===== src/rtl/mem_state.sv =====
// MEM stage of the five-stage LoongArch pipeline: holds one EXE result,
// waits for the data-SRAM response on loads/stores, extracts load data and
// hands a write-back bundle to WB plus a forwarding/blocking bundle to ID.
module mem_state (
  input  logic        clk,
  input  logic        rst,
  output logic        MEM_allow_in,
  input  logic        EXE_MEM_valid,
  input  logic [31:0] EXE_pc,
  input  logic [37:0] EXE_rf,
  input  logic [6:0]  EXE_mem,
  input  logic        data_sram_data_ok,
  input  logic [31:0] data_sram_rdata,
  input  logic        WB_allow_in,
  output logic        MEM_WB_valid,
  output logic [31:0] MEM_pc,
  output logic [37:0] MEM_rf,
  output logic [38:0] MEM_fwd
);

  typedef enum logic [1:0] {IDLE, WAIT_DATA, HELD} state_t;

  state_t      state, state_n;
  logic        mem_valid;
  logic [31:0] mem_pc;
  logic [37:0] mem_rf;
  logic [6:0]  mem_info;
  logic [31:0] rdata_hold;

  logic        ready_go;
  logic        allow_in;
  logic        latch;
  logic        capture;
  logic [31:0] src;
  logic [31:0] ld_data;
  logic [31:0] wdata;

  logic       mem_req, mem_we, ld_sign;
  logic [1:0] ld_size, addr_off;

  assign {mem_req, mem_we, ld_sign, ld_size, addr_off} = mem_info;

  assign ready_go = mem_valid & ((state == IDLE) | (state == HELD) |
                                 ((state == WAIT_DATA) & data_sram_data_ok));
  assign allow_in = ~mem_valid | (ready_go & WB_allow_in);
  assign latch    = EXE_MEM_valid & allow_in;
  // Response arrives but WB is stalled: park the data so SRAM is free.
  assign capture  = mem_valid & (state == WAIT_DATA) & data_sram_data_ok & ~WB_allow_in;

  // Next state: a departing (or empty) slot takes its state from the incoming
  // instruction; otherwise only a stalled response moves WAIT_DATA to HELD.
  always_comb begin
    state_n = state;
    if (allow_in) begin
      if (EXE_MEM_valid) state_n = EXE_mem[6] ? WAIT_DATA : IDLE;
      else               state_n = IDLE;
    end else if (capture) begin
      state_n = HELD;
    end
  end

  // State, valid bit and held response.
  always_ff @(posedge clk) begin
    if (!rst) begin
      state      <= IDLE;
      mem_valid  <= 1'b0;
      rdata_hold <= '0;
    end else begin
      state <= state_n;
      if (allow_in) mem_valid <= EXE_MEM_valid;
      if (capture)  rdata_hold <= data_sram_rdata;
    end
  end

  // Pipeline registers loaded from EXE.
  always_ff @(posedge clk) begin
    if (!rst) begin
      mem_pc   <= '0;
      mem_rf   <= '0;
      mem_info <= '0;
    end else if (latch) begin
      mem_pc   <= EXE_pc;
      mem_rf   <= EXE_rf;
      mem_info <= EXE_mem;
    end
  end

  // Live SRAM data only while the request is outstanding; elsewhere the held
  // copy, so stray rdata activity cannot disturb the outputs.
  assign src = (state == WAIT_DATA) ? data_sram_rdata : rdata_hold;

  // Lane selection and sign/zero extension.
  always_comb begin
    ld_data = src;
    case (ld_size)
      2'b00: begin
        logic [7:0] b;
        case (addr_off)
          2'd0:    b = src[7:0];
          2'd1:    b = src[15:8];
          2'd2:    b = src[23:16];
          default: b = src[31:24];
        endcase
        ld_data = {{24{ld_sign & b[7]}}, b};
      end
      2'b01: begin
        logic [15:0] h;
        h = addr_off[1] ? src[31:16] : src[15:0];
        ld_data = {{16{ld_sign & h[15]}}, h};
      end
      default: ld_data = src;
    endcase
  end

  assign wdata = (mem_req & ~mem_we) ? ld_data : mem_rf[31:0];

  assign MEM_allow_in = allow_in;
  assign MEM_WB_valid = mem_valid & ready_go;
  assign MEM_pc       = mem_pc;
  assign MEM_rf       = {mem_rf[37:32], wdata};
  assign MEM_fwd      = {mem_valid & mem_rf[37] & mem_req & ~mem_we & ~ready_go,
                         mem_valid & mem_rf[37], mem_rf[36:32], wdata};

endmodule


===== config.mk =====
export PLATFORM = sky130hd
export DESIGN_NAME = mem_state
export DESIGN_NICKNAME = d
export VERILOG_FILES = /design/src/rtl/mem_state.sv
export SDC_FILE = /design/constraint.sdc
export NUM_CORES = 1
export LEC_CHECK = 0
export ABC_AREA = 1
export BUFFER_PORTS_ARGS = -buffer_cell sky130_fd_sc_hd__buf_2
export CORE_UTILIZATION = 48
export DETAILED_ROUTE_END_ITERATION = 6
export HOLD_SLACK_MARGIN = 0.1
export PLACE_DENSITY = 0.79
export SLEW_MARGIN = 30
export SYNTH_ARGS = -nofsm -noshare
export SYNTH_HDL_FRONTEND = slang
export SYNTH_SLANG_ARGS = --single-unit
export TNS_END_PERCENT = 100

===== constraint.sdc =====
create_clock -name clk -period 2.1 [get_ports clk]
set_clock_uncertainty 0.05 [all_clocks]
set_input_delay 0.42 -clock clk [delete_from_list [all_inputs] [get_ports clk]]
set_output_delay 0.42 -clock clk [all_outputs]
set_load 0.05 [all_outputs]

-- Word level (Yosys, flattened, before mapping)
Index checks and enable logic that the tools add are counted.
- register bits after elaboration: 112
- word-level logic and storage cells: 47
- equality and inequality tests: 5
- multiplexer cells: 10
- bitwise logic cells: 22
- reduce and logical (&&, ||, !) cells: 4
- operators with widths (kind ; number):
    2-to-1 mux 32 bit ; 2
    one-hot mux 32 bit (2 select lines) ; 1
    one-hot mux 8 bit (3 select lines) ; 1
    2-to-1 mux 16 bit ; 1
    AND 1 bit ; 15
    2-to-1 mux 8 bit ; 1
    equality test 2 x 1 -> 1 bit, second input constant ; 3
    logical NOT 2 bit ; 3
    equality test 2 bit, second input constant ; 2
    2-to-1 mux 2 bit ; 2
    inverter 1 bit ; 4
    bitwise OR 1 bit ; 3
    2-to-1 mux 1 bit ; 2
    nonzero test 2 bit ; 1

-- Longest topological paths before layout
Gate-level depths: netlist (run 1).
- depth in word-level cells: 7
- gate-level depth with buffers: 13
- depth with buffers taken out: 11

-- Worst setup path after synthesis (run 1)
No wires, ideal clock.
- path type: reg2out
- start point: register mem_info[1]
- end point: output MEM_rf[7]
- arrival time: 2180 ps
- slack: -550 ps
- stages on the path, launching flop included: 8
- buffers on the path: 2
- cells stage by stage: dfxtp_1 > inv_1 > clkbuf_1 > nand3_1 > nand2_1 > nand2_1 > a31oi_1 > buf_4
- word-level cells in the longest chain between the ends: 5
- elaborated cells between the ends (all ways): 8
- ends and longest elaborated chain (item ; line ; text):
    start, declared ; 27 ; logic [6:0] mem_info;
    start signal, assigned ; 84 ; mem_info <= EXE_mem;
    equality test 2 bit, or another cell as far along ; 98 ; case (addr_off)
    one-hot mux 8 bit (3 select lines) ; 98 ;
    2-to-1 mux 8 bit ; 95 ; case (ld_size)
    one-hot mux 32 bit (2 select lines) * ; 95 ;
    2-to-1 mux 32 bit * ; 115 ; assign wdata = (mem_req & ~mem_we) ? ld_data : mem_rf[31:0];
    end, declared ; 17 ; output logic [37:0] MEM_rf,
Every way passes the cells marked *; elsewhere a longest branch is shown, timed or not. The select of a mux whose other input is x is not followed.

-- Worst setup path after layout (run 1)
- start point: register state[0]
- end point: output MEM_fwd[10]
- word-level cells in the longest chain between the ends: 7
- elaborated cells between the ends (all ways): 8
- ends and longest elaborated chain (item ; line ; text):
    start, declared ; 23 ; state_t state, state_n;
    start signal, assigned ; 69 ; state <= state_n;
    equality test 2 x 1 -> 1 bit * ; 90 ; assign src = (state == WAIT_DATA) ? data_sram_rdata : rdata_hold;
    2-to-1 mux 32 bit * ; 90 ;
    one-hot mux 8 bit (3 select lines) ; 98 ;
    2-to-1 mux 8 bit ; 95 ;
    AND 1 bit ; 104 ; ld_data = {{24{ld_sign & b[7]}}, b};
    one-hot mux 32 bit (2 select lines) * ; 95 ;
    2-to-1 mux 32 bit * ; 115 ;
    end, declared ; 18 ; output logic [38:0] MEM_fwd
Marked as above.

==> results of run 1 <==
area by class of cell:
class,count,area [µm²]
multi-input cells,588,3280
diodes,1,2.50
fillers,919,3460
inverters,98,445
repair buffers,283,2240
clock inverters,6,43.8
well taps,168,210
clock buffers,10,229
flip-flops and latches,112,2250
final timing paths:
| check | start | to | slack [ns] | cells past startpoint |
|---|---|---|---|---|
| hold reg to reg | mem_rf[29]$_SDFFE_PN0P_ | mem_rf[29]$_SDFFE_PN0P_ | 0.40 | 2 |
| hold / removal | EXE_rf[12] | mem_rf[12]$_SDFFE_PN0P_ | 0.24 | 3 |
| setup / recovery | state[0]$_SDFFE_PN0P_ | MEM_fwd[10] | -0.40 | 13 |
| setup reg to reg | state[1]$_SDFFE_PN0P_ | state[0]$_SDFFE_PN0P_ | 0.14 | 12 |
synthesized netlist by cell type, drive strengths merged:
| cell | n | area share, % |
|---|---|---|
| nand2 | 195 | 12 |
| nor2 | 137 | 8.8 |
| o21ai | 130 | 11 |
| dfxtp | 112 | 37 |
| inv | 94 | 5.9 |
| buf | 80 | 10 |
| a21oi | 69 | 5.8 |
| nand3 | 33 | 4.1 |
| clkbuf | 19 | 1.2 |
| mux2i | 7 | 1.2 |
| o211ai | 7 | 1.4 |
| clkinv | 4 | 0.27 |
| a31oi | 3 | 0.31 |
| nand4 | 2 | 0.45 |
| a211oi | 1 | 0.12 |
| nand3b | 1 | 0.12 |
| nor3 | 1 | 0.082 |
flip-flops by register name (all words and copies together) (netlist names):
register / count
mem_rf: 38
rdata_hold: 32
mem_valid: 1
MEM_pc: 32
mem_info: 7
state: 2
what timing repair did:
item | CTS | global route
hold endpoints to repair | 0 | 0
setup buffers | 7 | 3
resized for setup | 211 | 53
pin swaps | 4 | 16
hold buffers | 0 | 0
setup endpoints to repair | 65 | 66
cloned | 2 | 1
power by group through the flow:
stage          clock (W)  sequential [W]  combinational (W)
2_1_floorplan          0         0.00252            0.00139
3_3_place_gp           0         0.00236            0.00185
3_5_place_dp           0         0.00236            0.00187
4_1_cts          0.00163         0.00231            0.00217
5_1_grt          0.00174         0.00233            0.00238
6_report         0.00161         0.00232            0.00226
logic make-up after synthesis:
group                  synth area share (%)
muxes                                  1.15
AOI/OAI and AO/OA                      18.3
and+or+nand+nor                        25.9
DFF                                    36.9
buffers and inverters                  17.6
per-stage QoR:
step / hold WS, ns / power (W) / util [%] / setup TNS, ns
after global routing: 0.231 / 0.00645 / 71.5 / -28.76
after floorplan: 0.379 / 0.00391 / - / -1.54
after detailed placement: 0.392 / 0.00423 / 61.2 / -1.70
after CTS: 0.228 / 0.00611 / 69.7 / -20.11
after global placement: 0.388 / 0.00421 / 61.2 / -0.558
final: 0.237 / 0.00618 / 71.5 / -22.33
tightest hold or removal path: cells and delay by family:
family | cells | cell delay, ns
and+or+nand+nor | 2 | 0.11
buffers and inverters | 1 | 0.07
per-layer routing:
layer | vias up | GRT usage [%]
li1 | 3183 | -
met1 | 3030 | 33.5
met2 | 334 | 48.8
met3 | 69 | 6.35
met4 | 0 | 15.0
met5 | - | 0
==> results.py, run 1 <==
metrics = {
    "die": {
        "die_h_um": 114,
        "die_w_um": 114,
        "initial_core_util_pct": 49.9,
        "num_rows": 40,
        "io_pins": 225,
        "core_area_um2": 12200,
        "dieArea_um2": 13100,
    },
    "power_and_ir_drop": {
        "peakVddDrop_v": 0.000578,
        "power_density_nw_per_um2": 710,
        "p_int_w": 0.00381,
        "p_leak_nw": 4.23,
        "swShare_pct": 38.3,
        "p_switching_w": 0.00237,
        "pwr-share-clk_pct": 26.0,
        "p_seq_share_pct": 37.5,
        "combPwrFrac_pct": 36.5,
    },
    "clocking": {
        "clock_latency_ns": 0.35,
        "h-tree-depth": 3,
        "cts_buffers": 9,
        "cts_sinks": 112,
        "cts_tree": "built",
        "clkTransAtPathRegs_ns": 0.07,
        "cts-root-buf": "clkbuf_16",
        "cts_buffer_depth": 2,
    },
    "worst_hold_path": {
        "hold_path.class": "input pin to flip-flop",
    },
    "critical_path": {
        "cpPeakStageDelay_ns": 0.42,
        "worstPathMaxFanout": 4,
        "cp-end-kind": "output port",
        "crit_buf_inv": 5,
        "cp_cell_sequence": "inv_4 -> nor2_4 -> nand2_2 -> nand3b_1 -> nand2_1 -> clkinv_2 -> nand3_4 -> buf_6 -> buf_6 -> nand2_2 -> nand2_2 -> nand2_4 -> buf_8",
        "cp.arrival_ns": 2.03,
        "cpMostUsedCell": "nand2_2",
        "path_class": "flip-flop to output port",
        "slowest_stage": "dfxtp_4",
        "start_kind": "flip-flop",
        "critPathRequiredTime_ns": 1.63,
        "cpLargestDelayFamily": "simple AND/OR/NAND/NOR gates",
    },
    "routing": {
        "wl_per_cell_um": 15.4,
        "wl_um": 19500,
        "drtIter0Drc": 472,
        "avgViaCountPerCell": 5.23,
        "wl_met3_um": 1370,
        "drc": 0,
        "via_count": 6616,
        "wl_met2_um": 9570,
        "route.top_layer_used": "met4",
        "wl_met1_um": 7670,
        "firstDrtPassIters": 6,
        "antenna_left": 0,
    },
    "grt": {
        "grt_pass1_wl_um": 29300,
        "gr-total-overflow": 0,
        "grt_pass1_vias": 6111,
        "grtUsageTotal_pct": 28.6,
        "antenna_found_initial": 1,
        "grt_start_max_net_pins": 57,
    },
    "placed_design": {
        "place_ws_ns": -0.0745,
        "gp_routability_congestion": 0.927,
        "io_buffers": 224,
        "placed_cells": 1236,
        "dpl.hpwl_um": 12500,
        "placed_area_um2": 7440,
    },
    "cells_and_area": {
        "stdcell_area_um2": 8700,
        "layout_commonest_cell": "buf_2",
        "layout_common_cells": "158 x buf_2, 133 x nor2_1, 113 x nand2_1",
        "stdcell_count": 1266,
        "layout-drive-gt1-share_pct": 41.8,
        "nets": 1206,
        "synthToLayoutAreaGrowth_pct": 43.3,
    },
    "yosys": {
        "syn-cell-area_um2": 6070,
        "synthDistinctLibCells": 33,
        "syn_nets": 1009,
        "avgSynthCellArea_um2": 6.78,
        "ys_seq_area_share_pct": 36.9,
        "syn_inst": 895,
        "ys_ff_latch": 112,
        "yosys_warnings": 0,
    },
    "timing": {
        "worst_pin_slew_ns": 0.497,
        "fin_crit_sh_pct": 119,
        "finalHoldViolations": 0,
        "drv_slew": 0,
        "rsz0062_at_grt": "yes",
        "setup_viol": 64,
        "max_slew_margin_pct": 66.9,
        "max_clock_freq_mhz": 400,
        "fin_ws_ns": -0.400,
        "fin_crit_ns": 2.50,
    },
    "run_status": {
        "violations": "setup timing",
        "status": "finished with violations",
    },
    "run": {
        "cap_violations": 0,
    },
}
Power figures use the tool's default switching activity.
==> run 2: changes to the inputs <==
--- a/config.mk
+++ b/config.mk
@@ -10,7 +10,7 @@
 export CORE_UTILIZATION = 48
 export DETAILED_ROUTE_END_ITERATION = 6
 export HOLD_SLACK_MARGIN = 0.1
-export PLACE_DENSITY = 0.79
+export PLACE_DENSITY_LB_ADDON = 0.08
 export SLEW_MARGIN = 30
 export SYNTH_ARGS = -nofsm -noshare
 export SYNTH_HDL_FRONTEND = slang
==> results.py, run 2 (same netlist as run 1, synthesis figures left out) <==
metrics = {
    "cells_and_area": {
        "fillers": 1004,
        "postLayoutCoreUtil_pct": 72.7,
        "nets": 1204,
        "layout_commonest_cell": "buf_2",
        "stdcell_count": 1264,
        "regMostFlops": "mem_rf",
        "layout-drive-gt1-share_pct": 42.7,
        "layout_common_cells": "158 x buf_2, 132 x nor2_1, 109 x dfxtp_1",
        "largest_reg_flops": 38,
        "synthToLayoutAreaGrowth_pct": 45.7,
    },
    "timing": {
        "rsz0062_at_grt": "yes",
        "max_slew_margin_pct": 72.4,
        "drv_slew": 0,
        "worst_pin_slew_ns": 0.413,
        "fin_crit_ns": 2.55,
        "fin_crit_sh_pct": 121,
        "finalHoldViolations": 0,
        "hold_ws_ns": 0.219,
        "max_clock_freq_mhz": 392,
        "setup_viol": 64,
        "fin_ws_ns": -0.451,
    },
    "die": {
        "initial_core_util_pct": 49.9,
        "dieArea_um2": 13100,
        "num_rows": 40,
        "io_pins": 225,
        "die_h_um": 114,
        "die_w_um": 114,
        "core_area_um2": 12200,
    },
    "critical_path": {
        "start_kind": "flip-flop",
        "path_class": "flip-flop to output port",
        "worstPathMaxFanout": 6,
        "r2r_slack_ns": 0.35,
        "cp.arrival_ns": 2.08,
        "critPathRequiredTime_ns": 1.63,
        "timing.rr.end": "mem_rf[16]$_SDFFE_PN0P_",
        "worstRegToRegCells": 10,
        "r2r_start": "state[1]$_SDFFE_PN0P_",
        "cp-end-kind": "output port",
    },
    "grt": {
        "grt_pass1_vias": 5794,
        "grt_start_max_net_pins": 111,
        "grt_pass1_wl_um": 28000,
        "gr-total-overflow": 0,
        "antenna_found_initial": 2,
        "grtUsageTotal_pct": 27.2,
    },
    "clocking": {
        "cts_tree": "built",
        "h-tree-depth": 3,
        "clock_latency_ns": 0.36,
        "cts_buffer_depth": 2,
        "cts_sinks": 112,
        "cts-root-buf": "clkbuf_16",
        "clkTransAtPathRegs_ns": 0.08,
        "cts_buffers": 9,
    },
    "routing": {
        "wl_met2_um": 9020,
        "firstDrtPassIters": 5,
        "wl_um": 18500,
        "antenna_left": 0,
        "drtIter0Drc": 395,
        "route.top_layer_used": "met5",
        "wl_met1_um": 7840,
        "avgViaCountPerCell": 5.00,
        "wl_met3_um": 1140,
        "drc": 0,
        "via_count": 6323,
        "wl_per_cell_um": 14.7,
    },
    "run_status": {
        "status": "finished with violations",
        "violations": "setup timing",
    },
    "placed_design": {
        "placed_cells": 1233,
        "dpl.hpwl_um": 12100,
        "gp_routability_congestion": 0.919,
        "io_buffers": 224,
    },
    "power_and_ir_drop": {
        "peakVddDrop_v": 0.000482,
        "p_leak_nw": 4.22,
        "power_w": 0.00640,
        "power_density_nw_per_um2": 724,
    },
    "worst_hold_path": {
        "hold_path_end": "MEM_pc[27]$_SDFFE_PN0P_",
        "whs_path_depth": 3,
        "hold_path.class": "input pin to flip-flop",
        "min-delay-start": "EXE_pc[27]",
    },
    "run": {
        "cap_violations": 0,
    },
}
[run 2: timing repair]
action	CTS	global route
cloned	4	1
resized for setup	166	110
pin swaps	5	25
hold buffers	0	0
buffers inserted	4	8
setup endpoints to repair	64	66
[run 2: worst max path at each step]
stage	startpoint	endpoint	depth (start not counted)
after global routing	state[0]$_SDFFE_PN0P_	MEM_fwd[31]	12
after CTS	state[0]$_SDFFE_PN0P_	MEM_rf[16]	12
after global placement	mem_info[1]$_SDFFE_PN0P_	MEM_rf[4]	8
after detailed placement	data_sram_rdata[15]	MEM_fwd[16]	11
final	state[0]$_SDFFE_PN0P_	MEM_rf[4]	13
after floorplan	mem_info[1]$_SDFFE_PN0P_	MEM_rf[7]	7
[run 2: layout make-up]
class	instances	area, µm²	share of cell area (%)
repair buffers	280	2280	25.8
well taps	168	210	2.38
diodes	1	2.50	0.0283
multi-input cells	589	3330	37.7
inverters	98	445	5.04
flip-flops and latches	112	2250	25.5
clock buffers	10	250	2.83
clock inverters	6	67.6	0.764
[run 2: routing by layer]
| metal | GRT usage [%] | vias to the layer above |
|---|---|---|
| met5 | 0 | - |
| met2 | 45.7 | 225 |
| met4 | 8.66 | 2 |
| li1 | - | 3187 |
| met3 | 5.93 | 46 |
| met1 | 34.8 | 2863 |
[run 2: power by group]
part	switching, W	total [W]	leakage (nW)	internal, W
combinational	0.00149	0.00227	3.15	0.000775
clock	0.000895	0.00181	0.155	0.000917
sequential	0.0000696	0.00232	0.924	0.00225
total	0.00246	0.00640	4.22	0.00394
[run 2: critical path: stages, from the launching register on]
cell	delay [ns]
dfxtp_4	0.42
buf_12	0.13
buf_8	0.12
nand2_8	0.07
buf_6	0.12
o21ai_4	0.17
nand2_2	0.07
nand2_1	0.07
nand2_1	0.05
nand2_1	0.08
nand2_2	0.08
nand2_2	0.09
nand2_4	0.07
buf_6	0.15
[run 2: stage by stage]
step | setup TNS, ns | setup WS, ns | area [µm²]
2_1_floorplan | -1.54 | -0.179 | 6430
3_3_place_gp | -0.592 | -0.0422 | 7440
3_5_place_dp | -0.831 | -0.0471 | 7440
4_1_cts | -22.04 | -0.409 | 8360
5_1_grt | -31.27 | -0.549 | 8840
6_report | -24.30 | -0.451 | 8840
